===== src/rtl/mc_pkg.sv =====
`default_nettype none
// ============================================================================
//  Module   : mc_pkg
//  Purpose  : Shared constants for the multicycle accumulator controller:
//             opcodes, ALU function codes, state encoding, select values.
//  Revision : 1.0  initial release
// ============================================================================
package mc_pkg;

    // Instruction opcodes (IR[7:5])
    localparam logic [2:0] C_OP_ADD = 3'b000;
    localparam logic [2:0] C_OP_SUB = 3'b001;
    localparam logic [2:0] C_OP_AND = 3'b010;
    localparam logic [2:0] C_OP_NOT = 3'b011;
    localparam logic [2:0] C_OP_LDA = 3'b100;
    localparam logic [2:0] C_OP_STA = 3'b101;
    localparam logic [2:0] C_OP_JMP = 3'b110;
    localparam logic [2:0] C_OP_JZ  = 3'b111;

    // ALU function codes, shared with the datapath ALU
    localparam logic [1:0] C_ALU_ADD = 2'b00;
    localparam logic [1:0] C_ALU_SUB = 2'b01;
    localparam logic [1:0] C_ALU_AND = 2'b10;
    localparam logic [1:0] C_ALU_NOT = 2'b11;

    // Controller states; the encoding is visible on the debug state port
    typedef enum logic [2:0] {
        ST_FETCH  = 3'd0,
        ST_DECODE = 3'd1,
        ST_MEM_RD = 3'd2,
        ST_EXEC   = 3'd3,
        ST_LDA_WB = 3'd4,
        ST_STORE  = 3'd5,
        ST_JUMP   = 3'd6
    } state_t;

    // Mux select values
    localparam logic C_ADDR_PC     = 1'b0;
    localparam logic C_ADDR_IR     = 1'b1;
    localparam logic C_PC_SRC_ALU  = 1'b0;
    localparam logic C_PC_SRC_IR   = 1'b1;
    localparam logic C_SRC_A_PC    = 1'b0;
    localparam logic C_SRC_A_ACC   = 1'b1;
    localparam logic C_SRC_B_ONE   = 1'b0;
    localparam logic C_SRC_B_MDR   = 1'b1;
    localparam logic C_ACC_SRC_ALU = 1'b0;
    localparam logic C_ACC_SRC_MDR = 1'b1;

endpackage
`default_nettype wire


===== src/rtl/mc_controller_if.sv =====
`default_nettype none
// ============================================================================
//  Module   : mc_controller_if
//  Purpose  : Control bus between the multicycle controller (master) and the
//             accumulator datapath / memory side (slave).
//  Revision : 1.0  initial release
// ============================================================================
interface mc_controller_if;

    logic [2:0] opcode;
    logic       zero;
    logic       mem_ready;
    logic       mem_read;
    logic       mem_write;
    logic       i_or_d;
    logic       ir_write;
    logic       mdr_write;
    logic       pc_write;
    logic       pc_src;
    logic       alu_src_a;
    logic       alu_src_b;
    logic [1:0] alu_func;
    logic       acc_write;
    logic       acc_src;
    logic [2:0] state;

    modport master (
        input  opcode, zero, mem_ready,
        output mem_read, mem_write, i_or_d, ir_write, mdr_write, pc_write,
               pc_src, alu_src_a, alu_src_b, alu_func, acc_write, acc_src,
               state
    );

    modport slave (
        output opcode, zero, mem_ready,
        input  mem_read, mem_write, i_or_d, ir_write, mdr_write, pc_write,
               pc_src, alu_src_a, alu_src_b, alu_func, acc_write, acc_src,
               state
    );

endinterface
`default_nettype wire


===== src/rtl/mc_next_state.sv =====
`default_nettype none
// ============================================================================
//  Module   : mc_next_state
//  Purpose  : Purely combinational next-state function of the multicycle
//             controller.
//  Revision : 1.0  initial release
// ============================================================================
module mc_next_state
    import mc_pkg::*;
(
    input  state_t     state,
    input  logic [2:0] opcode,
    input  logic       mem_ready,
    output state_t     next_state
);

    // Sequence the instruction phases; memory states hold until mem_ready
    always_comb begin
        next_state = state;
        case (state)
            ST_FETCH: begin
                if (mem_ready) next_state = ST_DECODE;
            end
            ST_DECODE: begin
                case (opcode)
                    C_OP_ADD, C_OP_SUB, C_OP_AND, C_OP_LDA: next_state = ST_MEM_RD;
                    C_OP_NOT:                               next_state = ST_EXEC;
                    C_OP_STA:                               next_state = ST_STORE;
                    default:                                next_state = ST_JUMP;
                endcase
            end
            ST_MEM_RD: begin
                if (mem_ready) next_state = (opcode == C_OP_LDA) ? ST_LDA_WB : ST_EXEC;
            end
            ST_EXEC:   next_state = ST_FETCH;
            ST_LDA_WB: next_state = ST_FETCH;
            ST_STORE: begin
                if (mem_ready) next_state = ST_FETCH;
            end
            ST_JUMP:   next_state = ST_FETCH;
            default:   next_state = ST_FETCH;
        endcase
    end

endmodule
`default_nettype wire


===== src/rtl/mc_controller.sv =====
`default_nettype none
// ============================================================================
//  Module   : mc_controller
//  Purpose  : Multicycle control unit for the 8-bit accumulator datapath.
//             Holds the state register and decodes all datapath controls.
//  Revision : 1.0  initial release
// ============================================================================
module mc_controller
    import mc_pkg::*;
(
    input  wire logic       clk,
    input  wire logic       rst,
    mc_controller_if.master bus
);

    state_t     r_state;
    state_t     w_next_state;

    logic       w_mem_read;
    logic       w_mem_write;
    logic       w_i_or_d;
    logic       w_ir_write;
    logic       w_mdr_write;
    logic       w_pc_write;
    logic       w_pc_src;
    logic       w_alu_src_a;
    logic       w_alu_src_b;
    logic [1:0] w_alu_func;
    logic       w_acc_write;
    logic       w_acc_src;

    mc_next_state u_next_state (
        .state      (r_state),
        .opcode     (bus.opcode),
        .mem_ready  (bus.mem_ready),
        .next_state (w_next_state)
    );

    // State register; reset abandons any instruction in flight
    always_ff @(posedge clk) begin
        if (rst) begin
            r_state <= ST_FETCH;
        end else begin
            r_state <= w_next_state;
        end
    end

    // Output decode; strobes are masked while rst is high so a reset cycle
    // never commits a write, even if it lands on a mem_ready
    always_comb begin
        w_mem_read  = 1'b0;
        w_mem_write = 1'b0;
        w_i_or_d    = C_ADDR_PC;
        w_ir_write  = 1'b0;
        w_mdr_write = 1'b0;
        w_pc_write  = 1'b0;
        w_pc_src    = C_PC_SRC_ALU;
        w_alu_src_a = C_SRC_A_PC;
        w_alu_src_b = C_SRC_B_ONE;
        w_alu_func  = C_ALU_ADD;
        w_acc_write = 1'b0;
        w_acc_src   = C_ACC_SRC_ALU;
        case (r_state)
            ST_FETCH: begin
                // PC+1 is computed every cycle but only loaded with the IR
                w_mem_read  = 1'b1;
                w_i_or_d    = C_ADDR_PC;
                w_alu_src_a = C_SRC_A_PC;
                w_alu_src_b = C_SRC_B_ONE;
                w_alu_func  = C_ALU_ADD;
                w_ir_write  = bus.mem_ready;
                w_pc_write  = bus.mem_ready;
                w_pc_src    = C_PC_SRC_ALU;
            end
            ST_MEM_RD: begin
                w_mem_read  = 1'b1;
                w_i_or_d    = C_ADDR_IR;
                w_mdr_write = bus.mem_ready;
            end
            ST_EXEC: begin
                // Arithmetic opcodes map directly onto ALU function codes
                w_alu_src_a = C_SRC_A_ACC;
                w_alu_src_b = C_SRC_B_MDR;
                w_alu_func  = bus.opcode[1:0];
                w_acc_write = 1'b1;
                w_acc_src   = C_ACC_SRC_ALU;
            end
            ST_LDA_WB: begin
                w_acc_write = 1'b1;
                w_acc_src   = C_ACC_SRC_MDR;
            end
            ST_STORE: begin
                w_mem_write = 1'b1;
                w_i_or_d    = C_ADDR_IR;
            end
            ST_JUMP: begin
                w_pc_src   = C_PC_SRC_IR;
                w_pc_write = (bus.opcode == C_OP_JMP) ||
                             ((bus.opcode == C_OP_JZ) && bus.zero);
            end
            default: begin
            end
        endcase
        if (rst) begin
            w_mem_read  = 1'b0;
            w_mem_write = 1'b0;
            w_ir_write  = 1'b0;
            w_mdr_write = 1'b0;
            w_pc_write  = 1'b0;
            w_acc_write = 1'b0;
        end
    end

    assign bus.mem_read  = w_mem_read;
    assign bus.mem_write = w_mem_write;
    assign bus.i_or_d    = w_i_or_d;
    assign bus.ir_write  = w_ir_write;
    assign bus.mdr_write = w_mdr_write;
    assign bus.pc_write  = w_pc_write;
    assign bus.pc_src    = w_pc_src;
    assign bus.alu_src_a = w_alu_src_a;
    assign bus.alu_src_b = w_alu_src_b;
    assign bus.alu_func  = w_alu_func;
    assign bus.acc_write = w_acc_write;
    assign bus.acc_src   = w_acc_src;
    assign bus.state     = r_state;

endmodule
`default_nettype wire

===== src/flat_wrapper.sv =====
// flat-port wrapper written by rule: the top's interface ports become plain ports
module mc_controller_flat import mc_pkg::*;
  (clk, rst, bus_opcode, bus_zero, bus_mem_ready, bus_mem_read, bus_mem_write, bus_i_or_d, bus_ir_write, bus_mdr_write, bus_pc_write, bus_pc_src, bus_alu_src_a, bus_alu_src_b, bus_alu_func, bus_acc_write, bus_acc_src, bus_state);
  mc_controller_if bus_i ();
  input  wire logic clk;
  input  wire logic rst;
  input wire logic [$bits(bus_i.opcode)-1:0] bus_opcode;
  input wire logic [$bits(bus_i.zero)-1:0] bus_zero;
  input wire logic [$bits(bus_i.mem_ready)-1:0] bus_mem_ready;
  output wire logic [$bits(bus_i.mem_read)-1:0] bus_mem_read;
  output wire logic [$bits(bus_i.mem_write)-1:0] bus_mem_write;
  output wire logic [$bits(bus_i.i_or_d)-1:0] bus_i_or_d;
  output wire logic [$bits(bus_i.ir_write)-1:0] bus_ir_write;
  output wire logic [$bits(bus_i.mdr_write)-1:0] bus_mdr_write;
  output wire logic [$bits(bus_i.pc_write)-1:0] bus_pc_write;
  output wire logic [$bits(bus_i.pc_src)-1:0] bus_pc_src;
  output wire logic [$bits(bus_i.alu_src_a)-1:0] bus_alu_src_a;
  output wire logic [$bits(bus_i.alu_src_b)-1:0] bus_alu_src_b;
  output wire logic [$bits(bus_i.alu_func)-1:0] bus_alu_func;
  output wire logic [$bits(bus_i.acc_write)-1:0] bus_acc_write;
  output wire logic [$bits(bus_i.acc_src)-1:0] bus_acc_src;
  output wire logic [$bits(bus_i.state)-1:0] bus_state;
  assign bus_i.opcode = bus_opcode;
  assign bus_i.zero = bus_zero;
  assign bus_i.mem_ready = bus_mem_ready;
  assign bus_mem_read = bus_i.mem_read;
  assign bus_mem_write = bus_i.mem_write;
  assign bus_i_or_d = bus_i.i_or_d;
  assign bus_ir_write = bus_i.ir_write;
  assign bus_mdr_write = bus_i.mdr_write;
  assign bus_pc_write = bus_i.pc_write;
  assign bus_pc_src = bus_i.pc_src;
  assign bus_alu_src_a = bus_i.alu_src_a;
  assign bus_alu_src_b = bus_i.alu_src_b;
  assign bus_alu_func = bus_i.alu_func;
  assign bus_acc_write = bus_i.acc_write;
  assign bus_acc_src = bus_i.acc_src;
  assign bus_state = bus_i.state;
  mc_controller u_core (.clk(clk), .rst(rst), .bus(bus_i));
endmodule

===== config.mk =====
export PLATFORM = sky130hd
export DESIGN_NAME = mc_controller_flat
export DESIGN_NICKNAME = d
export VERILOG_FILES = /design/src/rtl/mc_pkg.sv /design/src/rtl/mc_controller_if.sv /design/src/rtl/mc_next_state.sv /design/src/rtl/mc_controller.sv /design/src/flat_wrapper.sv
export SDC_FILE = /design/constraint.sdc
export NUM_CORES = 1
export LEC_CHECK = 0
export ABC_CLOCK_PERIOD_IN_PS = 1530
export CORE_AREA = 4 4 41 43
export DETAILED_ROUTE_END_ITERATION = 16
export DIE_AREA = 0 0 45 47
export PLACE_DENSITY = 0.7
export SYNTH_ARGS = -nofsm -noshare
export SYNTH_HDL_FRONTEND = slang
export SYNTH_SLANG_ARGS = --single-unit

===== constraint.sdc =====
create_clock -name clk -period 1.53 [get_ports clk]
set_clock_uncertainty 0.2 [all_clocks]
set_input_delay 0.2295 -clock clk [delete_from_list [all_inputs] [get_ports clk]]
set_output_delay 0.2295 -clock clk [all_outputs]
set_load 0.05 [all_outputs]

Word level (Yosys, flattened, before mapping)
Index checks and enable logic that the tools add are counted.

cells by class
  eq/ne operators = 16
  multiplexer cells = 23
  reductions and logical operators = 9

operators by type and width
  operator                                              number
  equality test 3 bit (second input constant)           7
  2-to-1 mux 1 bit                                      15
  equality test 3 x 2 -> 1 bit (second input constant)  4
  2-to-1 mux 3 bit                                      4
  case mux 3 bit (4 select lines)                       1
  case mux 3 bit (3 select lines)                       1
  equality test 3 x 1 -> 1 bit (second input constant)  2
  logical NOT 3 bit                                     2
  != test 2 bit (second input constant)                 3
  OR reduction 2 bit                                    3
  OR reduction 4 bit                                    1
  AND reduction 3 bit                                   1
  2-to-1 mux 2 bit                                      1
  case mux 1 bit (2 select lines)                       1
  logical AND 1 bit                                     1
  logical OR 1 bit                                      1

word-level totals
  register bits after elaboration = 3
  input bits = 7
  word-level logic and storage cells = 49

Longest topological paths before layout
Gate-level depths: netlist (run 1).

  depth in word-level cells = 5
  gate-level depth with buffers = 4

Hierarchy
From an unflattened synthesis (run 1), not the netlist that was laid out.

second synthesis, totals
  cell total of the unflattened synthesis = 45
  area, all modules = 330.3 um^2

modules (own cells, without submodules)
  module         instances  cells an instance  area each (um^2)
  mc_controller  1          26                 209.0
  mc_next_state  1          19                 121.4

Least setup slack after synthesis (run 1)
OpenSTA, ideal clock, no wires.

  path type = flip-flop to output port
  start = register u_core.r_state[2] (netlist: u_core.bus.state[2])
  end = output bus_pc_write
  arrival = 2.940 ns
  data required time = 1.100 ns
  setup slack = -1.840 ns
  cell stages (with the launch flop) = 4
  cell sequence = dfxtp_1 -> buf_2 -> nor4_1 -> o21bai_1

on the way
  longest elaborated chain between the ends = 3
  elaborated cells between the ends (all ways) = 4
  classes of those cells = eq/ne: 1; mux: 2; reduce/logical: 1

RTL lines
  item                                                             line                  text
  from (decl)                                                      mc_controller.sv:16   state_t r_state;
  from (signal assigned)                                           mc_controller.sv:44   r_state <= w_next_state;
  equality test 3 bit / logical NOT 3 bit (equally long branches)  mc_controller.sv:63   case (r_state)
  case mux 1 bit (2 select lines) (*)                              mc_controller.sv:63
  2-to-1 mux 1 bit (*)                                             mc_controller.sv:104  if (rst) begin
  to (decl)                                                        flat_wrapper.sv:15    output wire logic [$bits(bus_i.pc_write)-1:0] bus_pc_write;

Every way passes the cells marked *; elsewhere a longest branch is shown, timed or not.

Final worst setup path (run 1)
Same ends and word-level chain as after synthesis.

==> metrics, run 1 <==
hpwl dp=about 1.2 mm; reg2reg path depth=4; slowest library cell on the worst path=dfxtp_4; Worst Setup End Kind=output pin; cells after synthesis=46; syn avg cell area=~7.4 µm²; WP data required=roughly 1.1 ns; Max Slew Vio Count=0; area of the core=between 0.001 and 0.0015 mm²; Worst Setup Path Type=reg -> out; CP arrival=around 1.4 ns; Final Hold Fails=0; Power Internal=0.0003600 W; area leader, netlist=dfxtp_1; via/cell ratio=between 5 and 6; Routed WL=between 1.5 and 2 mm; worst hold start=rst; share of layout cells above drive strength 1=between 70% and 80%; routed vias=approximately 580; H-tree Lvls=1; Util after Layout=84.33%; Starting Density=between 20% and 30%; area share of the largest cell type after synthesis=approximately 18%; Die ar.=around 0.0021 mm²; CP max stage delay=approximately 0.36 ns; Critical Path Start=u_core.bus.state[2]; Final GP Congestion=around 0.84; CTS Buf Count=3; share of total power in combinational logic=a little under 60%; IO Pins=23; Reg-to-Reg End=u_core.bus.state[2]; Cell Pwr Density=roughly 530 mW/mm²; FF+latch count, synth=3; Placed Area=about 0.001 mm²; first-pass GRT wire length=between 2 and 3 mm; failing checks=setup timing; actual slew at the worst max-slew pin=0.2763 ns; final setup vio count=14; Synth warnings=0; gr usage total=a little under a fifth; pre-CTS WS=-0.3877 ns; max-cap viol count=0; chip height=roughly 47 µm; maximum root-to-sink buffer count=2; Rel. slew slack=between 80% and 90%; synth top area cells=dfxtp_1, nor2b_1, o41ai_2, nor3_1, a211oi_1; Antenna diodes=0; IO Port Bufs=22; Max Freq=between 500 and 600 MHz; Layout Area Growth over Synthesis=223.6%; vias in the first global route=between 600 and 700; Layout Nets=100; CTS clk-pin slew, worst paths=0.04 ns; worst min-delay path category=in -> reg; Fin Setup TNS=-1.995 ns; largest net degree at the start of global routing=9; Sequential Power Share=between 10% and 20%; max FFs per register=3; Final period util=117.2%; most frequent cells in the layout=buf_4, buf_12; Clk pwr share=25.4%; Routed Antenna Nets=0; syn nets=53; RSZ-0062 raised after global routing=true; Root Buffer=clkbuf_4; fin worst setup slack=-0.2632 ns; Die Wd=roughly 45 µm; initial drt markers=16; Worst-Skew Late Latency=about 0.24 ns; worst r2r src=u_core.bus.state[1]; Finished Cell Area=~0.0011 mm²; WL/cell=approximately 16 µm; register area share after synthesis=around 18%; minimum clock period=around 1.8 ns; worst reg2reg setup slack=-0.01 ns; status=finished with violations; FF/Latch Area=around 71 µm²; CTS tree=yes; Critical Path Fanout Max=5; CTS Hold Bufs=0; Sw Share=38.61%; clk sink count=3; initial antenna violation count=0; filler instances=65; crit path cell chain=buf_12 -> nor4_4 -> o21bai_4 -> buf_12; # DRC=0; FP Rows=13; commonest non-fill, non-tap cell in the layout=buf_4; Pleak=roughly 0.47 nW; post-synth cell types=29; Critical Path Most Common Cell=buf_12; area of the multi-input gates=around 380 µm²; Critical Path Source Type=register; Peak VDD IR=around 0.34 mV; post-synthesis cell area=339.1 µm²; drt pass-1 iters=4; sw power=between 0.0002 and 0.00025 W; Setup crit end=bus_pc_write; grt ovf=0
## power by group through the flow
stage | Clock (W) | Combinational, W | Sequential (W)
after floorplan | 0 | 0.000136 | 0.000113
after global routing | 0.000161 | 0.000359 | 0.0000964
final | 0.000149 | 0.000343 | 0.0000952
after global placement | 0 | 0.000311 | 0.0000962
after detailed placement | 0 | 0.000317 | 0.0000969
after CTS | 0.000156 | 0.000337 | 0.0000950
## timing repair
item                                    4_1_cts  5_1_grt
endpoints found under the setup margin       15       15
pin swaps                                     7        2
gates resized for setup                      14        3
setup buffers                                 4        1
## synthesized netlist by cell type
cell	count
and2_1	1
and4bb_2	1
a2bb2oi_1	1
a211oi_1	2
nor4_1	1
and2b_2	1
inv_1	2
or3b_1	1
o21bai_1	1
nand2_1	3
a311oi_1	1
buf_2	1
nor2b_1	3
buf_4	1
nor3b_1	2
nor2_1	2
clkbuf_1	2
nor3_1	3
or2_2	2
nand2b_1	2
and3_1	2
dfxtp_1	3
o2111ai_1	1
o31ai_1	1
a21oi_1	1
and3b_1	1
o21ai_0	2
or2b_1	1
o41ai_2	1
## per-stage QoR
step | instances | hold slack, ns | power, W
floorplan | 46 | 0.2220 | 0.0002484
global placement | 100 | 0.3887 | 0.0004068
detailed placement | 100 | 0.4016 | 0.0004139
CTS | 107 | 0.3190 | 0.0005875
global route | 107 | 0.3389 | 0.0006157
finish | 107 | 0.3255 | 0.0005865
## worst min-delay path by stage
stage                                     end  slack, ns  cells past startpoint
after global routing      u_core.bus.state[1]       0.34                      3
after detailed placement  u_core.bus.state[1]       0.40                      2
after global placement    u_core.bus.state[1]       0.39                      2
final                     u_core.bus.state[1]       0.33                      3
after CTS                 u_core.bus.state[1]       0.32                      3
after floorplan           u_core.bus.state[2]       0.22                      2
## kinds of logic after synthesis
kind of cell,share of synthesized area (%)
DFF,17.71
buffers and inverters,8.119
and+or+nand+nor,48.34
AOI/OAI and AO/OA,25.83
## worst max-delay path: cells and delay by family, from the launching register on
kind | cells | cell delay [ns]
flops | 1 | 0.36
simple gates | 1 | 0.29
buf+inv | 2 | 0.28
compound gates | 1 | 0.18
## routing by layer
metal	up-vias	global-route usage, %	routed length [µm]
li1	262	-	-
met1	278	21.82	612
met2	34	33.62	973
met3	2	4.215	121
met4	0	7.602	15
met5	-	0	0
## final cells by class
| cell class | count | share of cell area, % |
|---|---|---|
| flip-flops and latches | 3 | 6.499 |
| well taps | 15 | 1.710 |
| repair buffers | 46 | 53.82 |
| multi-input cells | 37 | 34.89 |
| clock buffers | 4 | 2.395 |
| inverters | 2 | 0.6842 |
No activity file was read; power rests on OpenSTA's default activity.
==> run 2, diff against run 1 <==
CORE_AREA = 2 2 39 41   (was 4 4 41 43)
DIE_AREA = 0 0 41 43   (was 0 0 45 47)
SLEW_MARGIN = 25   (was default)
TNS_END_PERCENT = 5   (was default)
==> metrics, run 2 (synthesis gave the netlist of run 1 again) <==
status=finished with violations; failing checks=setup timing; actual slew at the worst max-slew pin=0.2912 ns (+0.01486 ns); CP bufs+invs=2 (unchanged); Layout Nets=95 (-5.0%); Tot Pwr=0.0005476 W (-6.6%); share of layout cells above drive strength 1=70.11% (-4.9 points); Final Hold Fails=0 (unchanged); # DRC=0 (unchanged); CTS clk-pin slew, worst paths=0.04 ns (about the same); chip height=43 µm (-8.5%); CTS Hold Bufs=0 (unchanged); Worst Setup End Kind=output pin; most frequent cells in the layout=buf_4, buf_12, clkdlybuf4s50_1; area of the core=0.001384 mm² (+6.3%); Worst-Skew Late Latency=0.23 ns (about the same); Final period util=118.1% (+0.85 points); Worst Setup Path Type=reg -> out; gr usage total=17.84% (-1.0 points); first-pass GRT wire length=2.173 mm (-24%); CTS tree=yes; crit path cell chain=buf_6 -> nor4_4 -> o21bai_4 -> buf_12; Final GP Congestion=0.9123 (+8.8%); worst reg2reg setup slack=0.01 ns (+0.02 ns); Routed Antenna Nets=0 (unchanged); Max Freq=553.6 MHz (-0.72%); hold path depth=3 (unchanged); Critical Path Fanout Max=6 (+1); Die ar.=0.001763 mm² (-17%); CP delay by family, top=flip-flops; reg2reg path depth=5 (+1); clk sink count=3 (unchanged); CTS Buf Count=3 (unchanged); drt pass-1 iters=6 (+2); Pleak=0.4238 nW (-9.7%); Placed Area=932.1 µm² (-7.2%); Cell Pwr Density=541.0 mW/mm² (+1.2%); Reg-to-Reg End=u_core.bus.state[0]; routed vias=544 (-5.6%); Starting Density=24.50% (-1.6 points); Routed WL=1.539 mm (-11%); max-cap viol count=0 (unchanged); WL/cell=14.94 µm (-7.2%); initial drt markers=12 (-4); grt ovf=0 (unchanged); CP arrival=1.38 ns (+0.02 ns); RSZ-0062 raised after global routing=true; met2 usage=34.38% (+0.76 points); Hold Crit Endpoint=u_core.bus.state[0]; worst min-delay path category=in -> reg; minimum clock period=1.806 ns (+0.01297 ns); maximum root-to-sink buffer count=2 (unchanged); final setup vio count=16 (+2); fin worst setup slack=-0.2762 ns (-0.01298 ns); via/cell ratio=5.282 (-1.9%); Layout Area Growth over Synthesis=198.5%; Rel. slew slack=80.55% (-0.87 points); worst hold start=rst; Max Slew Vio Count=0 (unchanged); slowest library cell on the worst path=dfxtp_4; GRT Max-Usage Layer=met2; Root Buffer=clkbuf_4; max FFs per register=3 (unchanged); CP max stage delay=0.37 ns (about the same); commonest non-fill, non-tap cell in the layout=buf_4; largest net degree at the start of global routing=11 (+2); Peak VDD IR=0.4726 mV (+40%); vias in the first global route=499 (-18%); worst r2r src=u_core.bus.state[2]; Finished Cell Area=0.001012 mm² (-7.8%); H-tree Lvls=1 (unchanged); Antenna diodes=0 (unchanged); initial antenna violation count=0 (unchanged); Die Wd=41 µm (-8.9%); met3 GRT Util=0% (-4.2 points); IO Pins=23 (unchanged); Critical Path Source Type=register; IO Port Bufs=22 (unchanged); FP Rows=14 (+1); GRT met1 Usage=19.81% (-2.0 points); WP data required=1.10 ns (about the same)
## run 2: final cells by class
cell class | instances | area [µm²]
Tap cell | 16 | 20.02
Inverter | 2 | 7.507
Multi-Input combinational cell | 37 | 355.3
Fill cell | 87 | 371.6
Timing Repair Buffer | 41 | 531.8
Clock buffer | 4 | 26.28
Sequential cell | 3 | 71.32
## run 2: worst max-delay path by stage
stage / start / endpoint / slack [ns] / cells after the start
2_1_floorplan: u_core.bus.state[0] / bus_pc_write / -0.51 / 3
3_3_place_gp: bus_mem_ready / bus_pc_write / -0.38 / 5
3_5_place_dp: bus_mem_ready / bus_pc_write / -0.40 / 5
4_1_cts: u_core.bus.state[2] / bus_pc_write / -0.28 / 4
5_1_grt: u_core.bus.state[2] / bus_pc_write / -0.31 / 4
6_report: u_core.bus.state[2] / bus_pc_write / -0.28 / 4
## run 2: metal layers
metal | up-vias | part of all wire (%)
met5 | - | 0
met3 | 8 | 4.5
met1 | 258 | 34
met2 | 28 | 60
met4 | 0 | 1.9
li1 | 250 | -
## run 2: timing repair
item / in CTS / in global routing
buffers inserted: 1 / 0
pin swaps: 5 / 1
endpoints found under the setup margin: 15 / 16
resized for setup: 10 / 4
## run 2: through the flow
step	hold slack (ns)	setup slack, ns	utilization [%]	setup TNS (ns)	cells
final	0.4162	-0.2762	73.15	-2.514	103
after global placement	0.4565	-0.3836	67.36	-2.183	98
after detailed placement	0.4640	-0.3981	67.36	-2.448	98
after CTS	0.4115	-0.2821	71.70	-2.327	103
after floorplan	0.2220	-0.5054	-	-3.529	46
after global routing	0.4249	-0.3111	73.15	-2.965	103
## run 2: power by group
| group | total (W) | internal [W] | switching, W | leakage [nW] |
|---|---|---|---|---|
| logic | 0.000312 | 0.000159 | 0.000153 | 0.382 |
| registers | 0.0000952 | 0.0000831 | 0.0000121 | 0.0267 |
| clock network | 0.000140 | 0.0000979 | 0.0000426 | 0.0150 |
| total | 0.000548 | 0.000340 | 0.000208 | 0.424 |
## run 2: worst reg2reg max path, delay by kind of cell, from the launching register on
family / cells / cell delay (ns)
flops: 1 / 0.37
simple gates: 2 / 0.34
buf+inv: 2 / 0.29
compound gates: 1 / 0.20
